$ cat src/rtl/iagc_mem_ctrl.sv
// IAGC sample memory sequencer: owns the status bus, write/read addresses,
// sample/command arbitration and dump pacing. Optional macro: IAGC_CIRCULAR_BUF_EN.
module iagc_mem_ctrl #(
  parameter int DATA_SIZE        = 16,
  parameter int ADDR_SIZE        = 12,
  parameter int MEMORY_SIZE      = 1024,
  parameter int IAGC_STATUS_SIZE = 4
) (
  input  logic                        i_clock,
  input  logic                        i_reset_n,
  input  logic                        i_sample_valid,
  input  logic                        i_cmd_valid,
  input  logic [7:0]                  i_cmd,
  input  logic                        i_tx_ready,
  input  logic                        i_clean_end,
  output logic [IAGC_STATUS_SIZE-1:0] o_iagc_status,
  output logic [ADDR_SIZE-1:0]        o_waddr,
  output logic [ADDR_SIZE-1:0]        o_raddr,
  output logic                        o_dump_valid,
  output logic                        o_dump_last,
  output logic [ADDR_SIZE-1:0]        o_fill,
  output logic                        o_full,
  output logic                        o_overrun,
  output logic                        o_cmd_error
);

  typedef enum logic [3:0] {
    ST_RESET     = 4'b0000,
    ST_INIT      = 4'b0001,
    ST_IDLE      = 4'b0010,
    ST_SAMPLE    = 4'b0011,
    ST_CMD_PARSE = 4'b0100,
    ST_CMD_READ  = 4'b0101,
    ST_CMD_ERROR = 4'b0110,
    ST_DUMP_MEM  = 4'b0111,
    ST_CLEAN_MEM = 4'b1000
  } state_t;

  localparam logic [ADDR_SIZE-1:0] ADDR_ZERO = {ADDR_SIZE{1'b0}};
  localparam logic [ADDR_SIZE-1:0] ADDR_ONE  = {{(ADDR_SIZE-1){1'b0}}, 1'b1};
  localparam logic [ADDR_SIZE-1:0] MEM_WORDS = ADDR_SIZE'(MEMORY_SIZE);
  localparam logic [ADDR_SIZE-1:0] MEM_LAST  = ADDR_SIZE'(MEMORY_SIZE - 1);

  if (DATA_SIZE < 1 || MEMORY_SIZE < 2 || MEMORY_SIZE >= (1 << ADDR_SIZE)) begin : g_cfg_check
    $error("iagc_mem_ctrl: inconsistent DATA_SIZE/ADDR_SIZE/MEMORY_SIZE");
  end

  state_t               state_r, state_nxt_s;
  logic [7:0]           cmd_r, cmd_nxt_s;
  logic                 run_r, run_nxt_s;
  logic [ADDR_SIZE-1:0] waddr_r, waddr_nxt_s;
  logic [ADDR_SIZE-1:0] raddr_r, raddr_nxt_s;
  logic [ADDR_SIZE-1:0] fill_r, fill_nxt_s;
  logic [ADDR_SIZE-1:0] dump_cnt_r, dump_cnt_nxt_s;
  logic                 full_r, full_nxt_s;
  logic                 overrun_r, overrun_nxt_s;
  logic                 dump_valid_r, dump_valid_nxt_s;
  logic                 dump_last_r, dump_last_nxt_s;
  logic                 cmd_error_r, cmd_error_nxt_s;
  logic                 take_sample_s;
  logic                 drop_sample_s;

  // A strobe is dropped whenever sampling is armed (or halted by full) but not taken.
  assign take_sample_s = (state_r == ST_IDLE) && !i_cmd_valid && i_sample_valid
                         && run_r && !full_r;
  assign drop_sample_s = i_sample_valid && (run_r || full_r) && !take_sample_s;

  // Next-state and datapath update logic.
  always_comb begin
    state_nxt_s      = state_r;
    cmd_nxt_s        = cmd_r;
    run_nxt_s        = run_r;
    waddr_nxt_s      = waddr_r;
    raddr_nxt_s      = raddr_r;
    fill_nxt_s       = fill_r;
    dump_cnt_nxt_s   = dump_cnt_r;
    full_nxt_s       = full_r;
    overrun_nxt_s    = overrun_r | drop_sample_s;
    dump_valid_nxt_s = dump_valid_r;
    dump_last_nxt_s  = dump_last_r;
    cmd_error_nxt_s  = 1'b0;

    case (state_r)
      ST_RESET: state_nxt_s = ST_INIT;
      ST_INIT:  state_nxt_s = ST_IDLE;

      ST_IDLE: begin
        if (i_cmd_valid) begin
          state_nxt_s = ST_CMD_READ;
          cmd_nxt_s   = i_cmd;
        end else if (take_sample_s) begin
          state_nxt_s = ST_SAMPLE;
        end else begin
          state_nxt_s = ST_IDLE;
        end
      end

      ST_CMD_READ: state_nxt_s = ST_CMD_PARSE;

      ST_CMD_PARSE: begin
        case (cmd_r)
          8'h53: begin
            run_nxt_s   = 1'b1;
            state_nxt_s = ST_IDLE;
          end
          8'h50: begin
            run_nxt_s   = 1'b0;
            state_nxt_s = ST_IDLE;
          end
          8'h44: begin
            if (fill_r == ADDR_ZERO) begin
              state_nxt_s = ST_IDLE;
            end else begin
              state_nxt_s      = ST_DUMP_MEM;
              dump_cnt_nxt_s   = ADDR_ZERO;
              dump_valid_nxt_s = 1'b0;
              dump_last_nxt_s  = 1'b0;
`ifdef IAGC_CIRCULAR_BUF_EN
              // Oldest word sits at the write pointer once the buffer has wrapped.
              raddr_nxt_s = (fill_r == MEM_WORDS) ? waddr_r : ADDR_ZERO;
`else
              raddr_nxt_s = ADDR_ZERO;
`endif
            end
          end
          8'h43: state_nxt_s = ST_CLEAN_MEM;
          default: begin
            state_nxt_s     = ST_CMD_ERROR;
            cmd_error_nxt_s = 1'b1;
          end
        endcase
      end

      ST_CMD_ERROR: state_nxt_s = ST_IDLE;

      ST_SAMPLE: begin
        state_nxt_s = ST_IDLE;
        if (fill_r == MEM_WORDS) begin
          fill_nxt_s = fill_r;
        end else begin
          fill_nxt_s = fill_r + ADDR_ONE;
        end
        if (waddr_r < MEM_LAST) begin
          waddr_nxt_s = waddr_r + ADDR_ONE;
        end else begin
`ifdef IAGC_CIRCULAR_BUF_EN
          waddr_nxt_s = ADDR_ZERO;
`else
          waddr_nxt_s = waddr_r;
          full_nxt_s  = 1'b1;
          run_nxt_s   = 1'b0;
`endif
        end
      end

      ST_DUMP_MEM: begin
        // dump_valid_r low marks the address-apply (gap) cycle of each word.
        if (!dump_valid_r) begin
          dump_valid_nxt_s = 1'b1;
          dump_last_nxt_s  = (dump_cnt_r == (fill_r - ADDR_ONE));
        end else if (i_tx_ready) begin
          dump_valid_nxt_s = 1'b0;
          dump_last_nxt_s  = 1'b0;
          if (dump_last_r) begin
            state_nxt_s = ST_IDLE;
            raddr_nxt_s = ADDR_ZERO;
          end else begin
            dump_cnt_nxt_s = dump_cnt_r + ADDR_ONE;
`ifdef IAGC_CIRCULAR_BUF_EN
            raddr_nxt_s = (raddr_r == MEM_LAST) ? ADDR_ZERO : (raddr_r + ADDR_ONE);
`else
            raddr_nxt_s = raddr_r + ADDR_ONE;
`endif
          end
        end else begin
          dump_valid_nxt_s = dump_valid_r;
        end
      end

      ST_CLEAN_MEM: begin
        if (i_clean_end) begin
          state_nxt_s   = ST_IDLE;
          waddr_nxt_s   = ADDR_ZERO;
          fill_nxt_s    = ADDR_ZERO;
          full_nxt_s    = 1'b0;
          overrun_nxt_s = 1'b0;
        end else begin
          state_nxt_s = ST_CLEAN_MEM;
        end
      end

      default: state_nxt_s = ST_RESET;
    endcase
  end

  // State and output registers with synchronous active-low reset.
  always_ff @(posedge i_clock) begin
    if (!i_reset_n) begin
      state_r      <= ST_RESET;
      cmd_r        <= 8'h00;
      run_r        <= 1'b0;
      waddr_r      <= ADDR_ZERO;
      raddr_r      <= ADDR_ZERO;
      fill_r       <= ADDR_ZERO;
      dump_cnt_r   <= ADDR_ZERO;
      full_r       <= 1'b0;
      overrun_r    <= 1'b0;
      dump_valid_r <= 1'b0;
      dump_last_r  <= 1'b0;
      cmd_error_r  <= 1'b0;
    end else begin
      state_r      <= state_nxt_s;
      cmd_r        <= cmd_nxt_s;
      run_r        <= run_nxt_s;
      waddr_r      <= waddr_nxt_s;
      raddr_r      <= raddr_nxt_s;
      fill_r       <= fill_nxt_s;
      dump_cnt_r   <= dump_cnt_nxt_s;
      full_r       <= full_nxt_s;
      overrun_r    <= overrun_nxt_s;
      dump_valid_r <= dump_valid_nxt_s;
      dump_last_r  <= dump_last_nxt_s;
      cmd_error_r  <= cmd_error_nxt_s;
    end
  end

  assign o_iagc_status = IAGC_STATUS_SIZE'(state_r);
  assign o_waddr       = waddr_r;
  assign o_raddr       = raddr_r;
  assign o_fill        = fill_r;
  assign o_full        = full_r;
  assign o_overrun     = overrun_r;
  assign o_dump_valid  = dump_valid_r;
  assign o_dump_last   = dump_last_r;
  assign o_cmd_error   = cmd_error_r;

endmodule

$ cat config.mk
export PLATFORM = sky130hd
export DESIGN_NAME = iagc_mem_ctrl
export DESIGN_NICKNAME = d
export VERILOG_FILES = /design/src/rtl/iagc_mem_ctrl.sv
export SDC_FILE = /design/constraint.sdc
export NUM_CORES = 1
export LEC_CHECK = 0
export ABC_AREA = 1
export BUFFER_PORTS_ARGS = -buffer_cell sky130_fd_sc_hd__buf_2
export CAP_MARGIN = 20
export CORE_AREA = 10 10 77 145
export CTS_CLUSTER_SIZE = 12
export DETAILED_ROUTE_END_ITERATION = 16
export DIE_AREA = 0 0 87 155
export GPL_TIMING_DRIVEN = 0
export PLACE_DENSITY = 0.65
export SYNTH_ARGS = -nofsm -noshare
export SYNTH_HDL_FRONTEND = slang
export SYNTH_SLANG_ARGS = --single-unit
$ cat constraint.sdc
create_clock -name i_clock -period 3.9 [get_ports i_clock]
set_clock_uncertainty 0.1 [all_clocks]
set_input_delay 0.78 -clock i_clock [delete_from_list [all_inputs] [get_ports i_clock]]
set_output_delay 0.78 -clock i_clock [all_outputs]
set_load 0.005 [all_outputs]
==> results of run 1 <==
-- state kept, by name (all words and copies together), names as in the netlist, 4 cells and up --
signal,cells
o_iagc_status,4
dump_cnt_r,12
o_raddr,12
o_fill,12
o_waddr,12
cmd_r,8
-- cell families after synthesis --
logic type                 count (synthesis)  synth area share
and+or+nand+nor                          348             0.392
buffers and inverters                     97            0.0996
AOI/OAI and AO/OA                         84             0.116
DFF                                       66             0.334
xor gates and xnor gates                  18            0.0398
adders and majority gates                  6            0.0190
-- worst max-delay path, cell delays in order, from the launching register on --
cell and delay [ps]:
dfxtp_1 360, inv_1 210, ha_1 300, nand2_1 100, nor2_1 300, nand2_1 90, nand2_1 100, nand2_1 60
nand2_1 50, nand2_1 50, nor2_1 120, nand2_1 110, a21oi_1 120
-- metrics by stage --
stage               power [uW]  utilization  instances  cell area, um2
floorplan                  895            -        619            3960
global placement           962        0.492        779            4380
detailed placement         966        0.492        779            4380
CTS                       1790        0.527        794            4680
global route              1850        0.527        794            4680
finish                    1780        0.527        794            4680
-- layer usage --
layer	track usage	vias to the layer above
met5	0	-
met3	0.0377	18
met1	0.166	1954
met2	0.327	76
met4	0.0791	0
li1	-	2153
-- path summary, 6_finish.rpt --
path,slack [ps],depth (start not counted),from,endpoint
max reg2reg,1770,12,o_fill[0],o_dump_last
min reg2reg,370,2,o_overrun,o_overrun
max,1770,12,o_fill[0],o_dump_last
min,370,2,o_overrun,o_overrun
-- power breakdown --
group / internal [uW] / switching (uW)
clock network: 526 / 300
logic: 81.1 / 153
registers: 698 / 19.4
total: 1300 / 472
-- synth_stat cells, drive strengths merged, types with 2 or more instances --
master,n
dfxtp,66
o21ai,19
nand4,15
a21oi,52
nand3,66
nor3,26
clkbuf,6
buf,10
a211oi,4
xnor2,3
nor2,71
nand2,162
o21bai,2
xor2,15
nand3b,2
ha,6
o31ai,2
o221ai,2
inv,81
nor3b,2
-- area by class of cell --
class / instances / area, um2 / area share
Multi-Input combinational cell: 456 / 2240 / 0.479
Sequential cell: 66 / 1320 / 0.282
Inverter: 81 / 304 / 0.0650
Timing Repair Buffer: 58 / 290 / 0.0620
Clock buffer: 11 / 253 / 0.0540
Tap cell: 102 / 128 / 0.0273
Buffer: 16 / 90.1 / 0.0192
Clock inverter: 4 / 51.3 / 0.0110
==> summary.md, run 1 <==
| Metric | Value |
|---|---|
| Post-synth cell types | `37` |
| FP Rows | `49` |
| Share of layout cells above drive strength 1 | `0.153` |
| Type of the worst setup path | `reg -> reg` |
| Clock transition at path regs | `60 ps` |
| Cell leakage power | `0.00206 uW` |
| Initial antenna violation count | `0` |
| FFs w/ async S/R, synth | `0` |
| Post-synth EDFFs | `0` |
| Die Area | `13500 um2` |
| Setup TNS | `0 ps` |
| Commonest cells after routing, fill and taps aside | `nand2_1 (157), inv_1 (74), dfxtp_1 (66)` |
| Final Max Tran Viols | `0` |
| Power Density | `380 nW/um2` |
| Worst setup margin | `1770 ps` |
| RSZ-0062 raised after global routing | `no` |
| Synthesized area | `3960 um2` |
| Max_cap viols | `0` |
| Outcome | `complete, no violations` |
| CTS tree | `done` |
| GR Overflow Total | `0` |
| Hold slack | `369 ps` |
| Highest routed layer | `met4` |
| Setup violators final | `0` |
| Synth area leader | `dfxtp_1` |
| Post-Syn Instances | `619` |
| Yosys Warn Count | `0` |
| Final-stage net count | `708` |
| Clock root cell | `clkbuf_16` |
| DR iter-0 viols | `206` |
| Gr usage total | `0.173` |
| Vias/cell | `5.29` |
| Horiz. Die Dim | `87 um` |
| Vias in the first global route | `4083` |
| DP HPWL | `9170 um` |
| Worst-margin pin slew | `626 ps` |
| Die height | `155 um` |
| Ports | `59` |
| Length of routed met2 wiring | `6500 um` |
| Avg Cell Area, Syn | `6.40 um2` |
| FILL cells | `896` |
| Initial Util | `0.445` |
| Max FO, Critical Path | `7` |
| Critical Path AT | `2300 ps` |
| # clock sinks | `66` |
| Top cells by area, synth | `dfxtp_1 (33%), nand2_1 (15%), nand3_1 (8.1%)` |
| Pre-antenna DRT Iters | `4` |
| Drt total wl | `11700 um` |
| Largest net degree at the start of global routing | `12` |
| Syn nets | `639` |
| H-Tree Depth | `3` |
| Final worst path period share | `0.547` |
| Clk_lat worst skew | `330 ps` |
| Crit start category | `flop` |
| PortBufs | `58` |
| First-pass GRT wire length | `19100 um` |
| Core area | `8890 um2` |
| Ys flop type | `dfxtp_1` |
| Clock tree buffer depth | `2` |
| Worst Setup Slack post-DPL | `1760 ps` |
| DRT met1 WL | `4410 um` |
| ANT cells | `0` |
| Yosys top cell area share | `0.334` |
| Post-CTS Setup Bufs | `0` |
| Routed via count | `4201` |
| Peak supply drop | `233 uV` |
| Yosys reg bits | `66` |
| CP endpoint kind | `flop` |
| DR WL met3 | `492 um` |
| Routability cong. | `0.898` |
| Antenna viol nets, final | `0` |
| Hold crit path type | `reg -> reg` |
| Post_cts resized | `0` |
| Commonest non-fill, non-tap cell in the layout | `nand2_1` |
| Req. time, crit path | `4070 ps` |
| Hold Vio Cnt, Final | `0` |
| Sequential fraction of the synthesis area | `0.334` |
| Wire length per cell | `14.7 um` |
| Tmin final | `2130 ps` |
| Residual DRC | `0` |
| Fmax | `0.469 GHz` |
| Cts hold-fix bufs | `0` |
| Slew margin rel. | `0.583` |
| Inserted Clock Buffers | `9` |
| Layout overhead on the synthesized area | `18.2%` |
Note: power is estimated with default switching activity, not from simulation.
==> inputs of run 2 (changes only) <==
--- a/config.mk
+++ b/config.mk
@@ -13,7 +13,7 @@
 export DETAILED_ROUTE_END_ITERATION = 16
 export DIE_AREA = 0 0 87 155
 export GPL_TIMING_DRIVEN = 0
-export PLACE_DENSITY = 0.65
+export PLACE_DENSITY = 0.68
 export SYNTH_ARGS = -nofsm -noshare
 export SYNTH_HDL_FRONTEND = slang
 export SYNTH_SLANG_ARGS = --single-unit
==> constraint.sdc (replaced) <==
create_clock -name i_clock -period 1.9 [get_ports i_clock]
set_clock_uncertainty 0.1 [all_clocks]
set_input_delay 0.38 -clock i_clock [delete_from_list [all_inputs] [get_ports i_clock]]
set_output_delay 0.38 -clock i_clock [all_outputs]
set_load 0.005 [all_outputs]
==> summary.md, run 2 (same netlist as run 1, synthesis figures left out) <==
| Metric | Value |
|---|---|
| Outcome | `finished with violations` |
| Failing checks | `setup timing` |
| DR iter-0 viols | `216 (+4.9%)` |
| Power, Total | `3880 uW (+120%)` |
| Cell leakage power | `0.00220 uW (+6.8%)` |
| Worst reg2reg setup slack | `-10 ps (-1780 ps)` |
| Commonest cells after routing, fill and taps aside | `nand2_1 (150), inv_1 (65), nand3_1 (63)` |
| Share of layout cells above drive strength 1 | `0.240 (+0.0866)` |
| Peak supply drop | `541 uV (+130%)` |
| CTS tree | `done` |
| Req. time, crit path | `2000 ps (-2070 ps)` |
| Wire length per cell | `15.0 um (+1.7%)` |
| RSZ-0062 raised after global routing | `yes` |
| Cts hold-fix bufs | `0 (unchanged)` |
| Die Area | `13500 um2 (unchanged)` |
| Vias in the first global route | `4082 (-0.024%)` |
| Hold Vio Cnt, Final | `0 (unchanged)` |
| FP Rows | `49 (unchanged)` |
| Initial Util | `0.445 (unchanged)` |
| Type of the worst setup path | `reg -> reg` |
| Vias/cell | `5.33 (+0.82%)` |
| Area of the multi-input gates | `2420 um2 (+8.1%)` |
| Max FO, Critical Path | `6 (-1)` |
| Tmin final | `1910 ps (-221 ps)` |
| Reg area | `1340 um2 (+1.0%)` |
| Int Power | `2840 uW (+120%)` |
| FILL cells | `835 (-6.8%)` |
| Clock power share | `0.473 (+0.009)` |
| Worst setup margin | `-12.8 ps (-1780 ps)` |
| Clock transition at path regs | `60 ps (about the same)` |
| Clk_lat worst skew | `340 ps (about the same)` |
| Switching part of the total | `0.269 (+0.00330)` |
| GR Overflow Total | `0 (unchanged)` |
| H-Tree Depth | `3 (unchanged)` |
| Fmax | `0.523 GHz (+12%)` |
| CP endpoint kind | `flop` |
| Critical Path AT | `2010 ps (-290 ps)` |
| Slew margin rel. | `0.562 (-0.0205)` |
| Ports | `59 (unchanged)` |
| Pre-antenna DRT Iters | `5 (+1)` |
| Inserted Clock Buffers | `9 (unchanged)` |
| Layout overhead on the synthesized area | `27.4%` |
| Setup violators final | `4 (+4)` |
| Residual DRC | `0 (unchanged)` |
| Final Max Tran Viols | `0 (unchanged)` |
| PortBufs | `58 (unchanged)` |
| Drt total wl | `12200 um (+3.9%)` |
| # clock sinks | `66 (unchanged)` |
| Hold crit path type | `in -> reg` |
| Crit start category | `flop` |
| Initial antenna violation count | `0 (unchanged)` |
| Final worst path period share | `1.01 (+0.460)` |
| Largest net degree at the start of global routing | `13 (+1)` |
| Psw | `1040 uW (+120%)` |
| Logic pwr share | `0.145 (+0.013)` |
| Clock tree buffer depth | `2 (unchanged)` |
| Max_cap viols | `0 (unchanged)` |
| Horiz. Die Dim | `87 um (unchanged)` |
| ANT cells | `0 (unchanged)` |
| Power Density | `769 nW/um2 (+100%)` |
| DP HPWL | `9030 um (-1.5%)` |
| Clock root cell | `clkbuf_16` |
| Routability cong. | `0.882 (-1.8%)` |
| Setup TNS | `-38.1 ps (-38.1 ps)` |
| First-pass GRT wire length | `18800 um (-1.1%)` |
| Sequential share of power | `0.382 (-0.022)` |
| Worst-margin pin slew | `657 ps (+30.7 ps)` |
| Commonest non-fill, non-tap cell in the layout | `nand2_1` |
| Gr usage total | `0.172 (-0.000752)` |
| Routed via count | `4326 (+3.0%)` |
| Die height | `155 um (unchanged)` |
| Antenna viol nets, final | `0 (unchanged)` |
| Core area | `8890 um2 (unchanged)` |
| Final-stage net count | `724 (+2.3%)` |
## run 2: changes by cell type in the layout (fill, tap and decap cells not counted), sizes merged
cell	delta
clkbuf	+1
clkinv	+1
buf	+12
clkinvlp	+1
nor2	+1
bufinv	+1
## run 2: power by group through the flow
stage | Clock, uW | Sequential [uW] | Combinational, uW
finish | 1840 | 1480 | 561
global route | 1920 | 1490 | 627
CTS | 1870 | 1470 | 490
detailed placement | 0 | 1500 | 481
global placement | 0 | 1500 | 471
floorplan | 0 | 1500 | 340
## run 2: per-layer routing
metal | global-route usage | share of wire | vias up
met5 | 0 | 0 | -
met2 | 0.327 | 0.56 | 105
met3 | 0.0309 | 0.040 | 25
met1 | 0.165 | 0.37 | 1998
li1 | - | - | 2198
met4 | 0.0869 | 0.030 | 0
## run 2: stage by stage
step                std cells  hold WS (ps)  utilization  setup slack, ps  instance area (um2)
global route              811           219        0.567             -113                 5040
detailed placement        779           356        0.492             -214                 4380
global placement          779           346        0.492             -193                 4380
CTS                       795           184        0.532            -46.6                 4730
finish                    811           191        0.567            -12.8                 5040
floorplan                 619           348            -              193                 3960
## run 2: final cells by class
cell class                 instances  area share
timing repair inverter             1     0.00149
clock inverter                     6      0.0179
clock buffer                      10      0.0474
sequential                        66       0.265
buffer                            16      0.0201
timing repair buffer              72      0.0799
multi-input combinational        457       0.481
inverter                          81      0.0623
tap                              102      0.0253
## run 2: timing repair
item,in CTS,in global routing
resized for setup,10,65
pin swaps,0,14
gates cloned,0,3
setup endpoints to repair,40,55
buffers inserted,0,13
## run 2: final timing paths
kind                         start    endpoint  cells past startpoint
setup / recovery  o_iagc_status[2]  o_raddr[1]                     11
setup reg to reg  o_iagc_status[2]  o_raddr[1]                     11
hold reg to reg           cmd_r[5]    cmd_r[5]                      2
hold / removal      i_sample_valid   o_overrun                      3
## run 2: critical path, cell delays in order, from the launching register on
cell        delay, ps
dfxtp_4           380
inv_4              40
nor2_4            120
inv_2              70
nor2_4            150
nand2_1            70
nand2_1            70
nand2_2            80
nor2_4            280
clkinvlp_4        240
nand2_2           120
a21oi_2            50
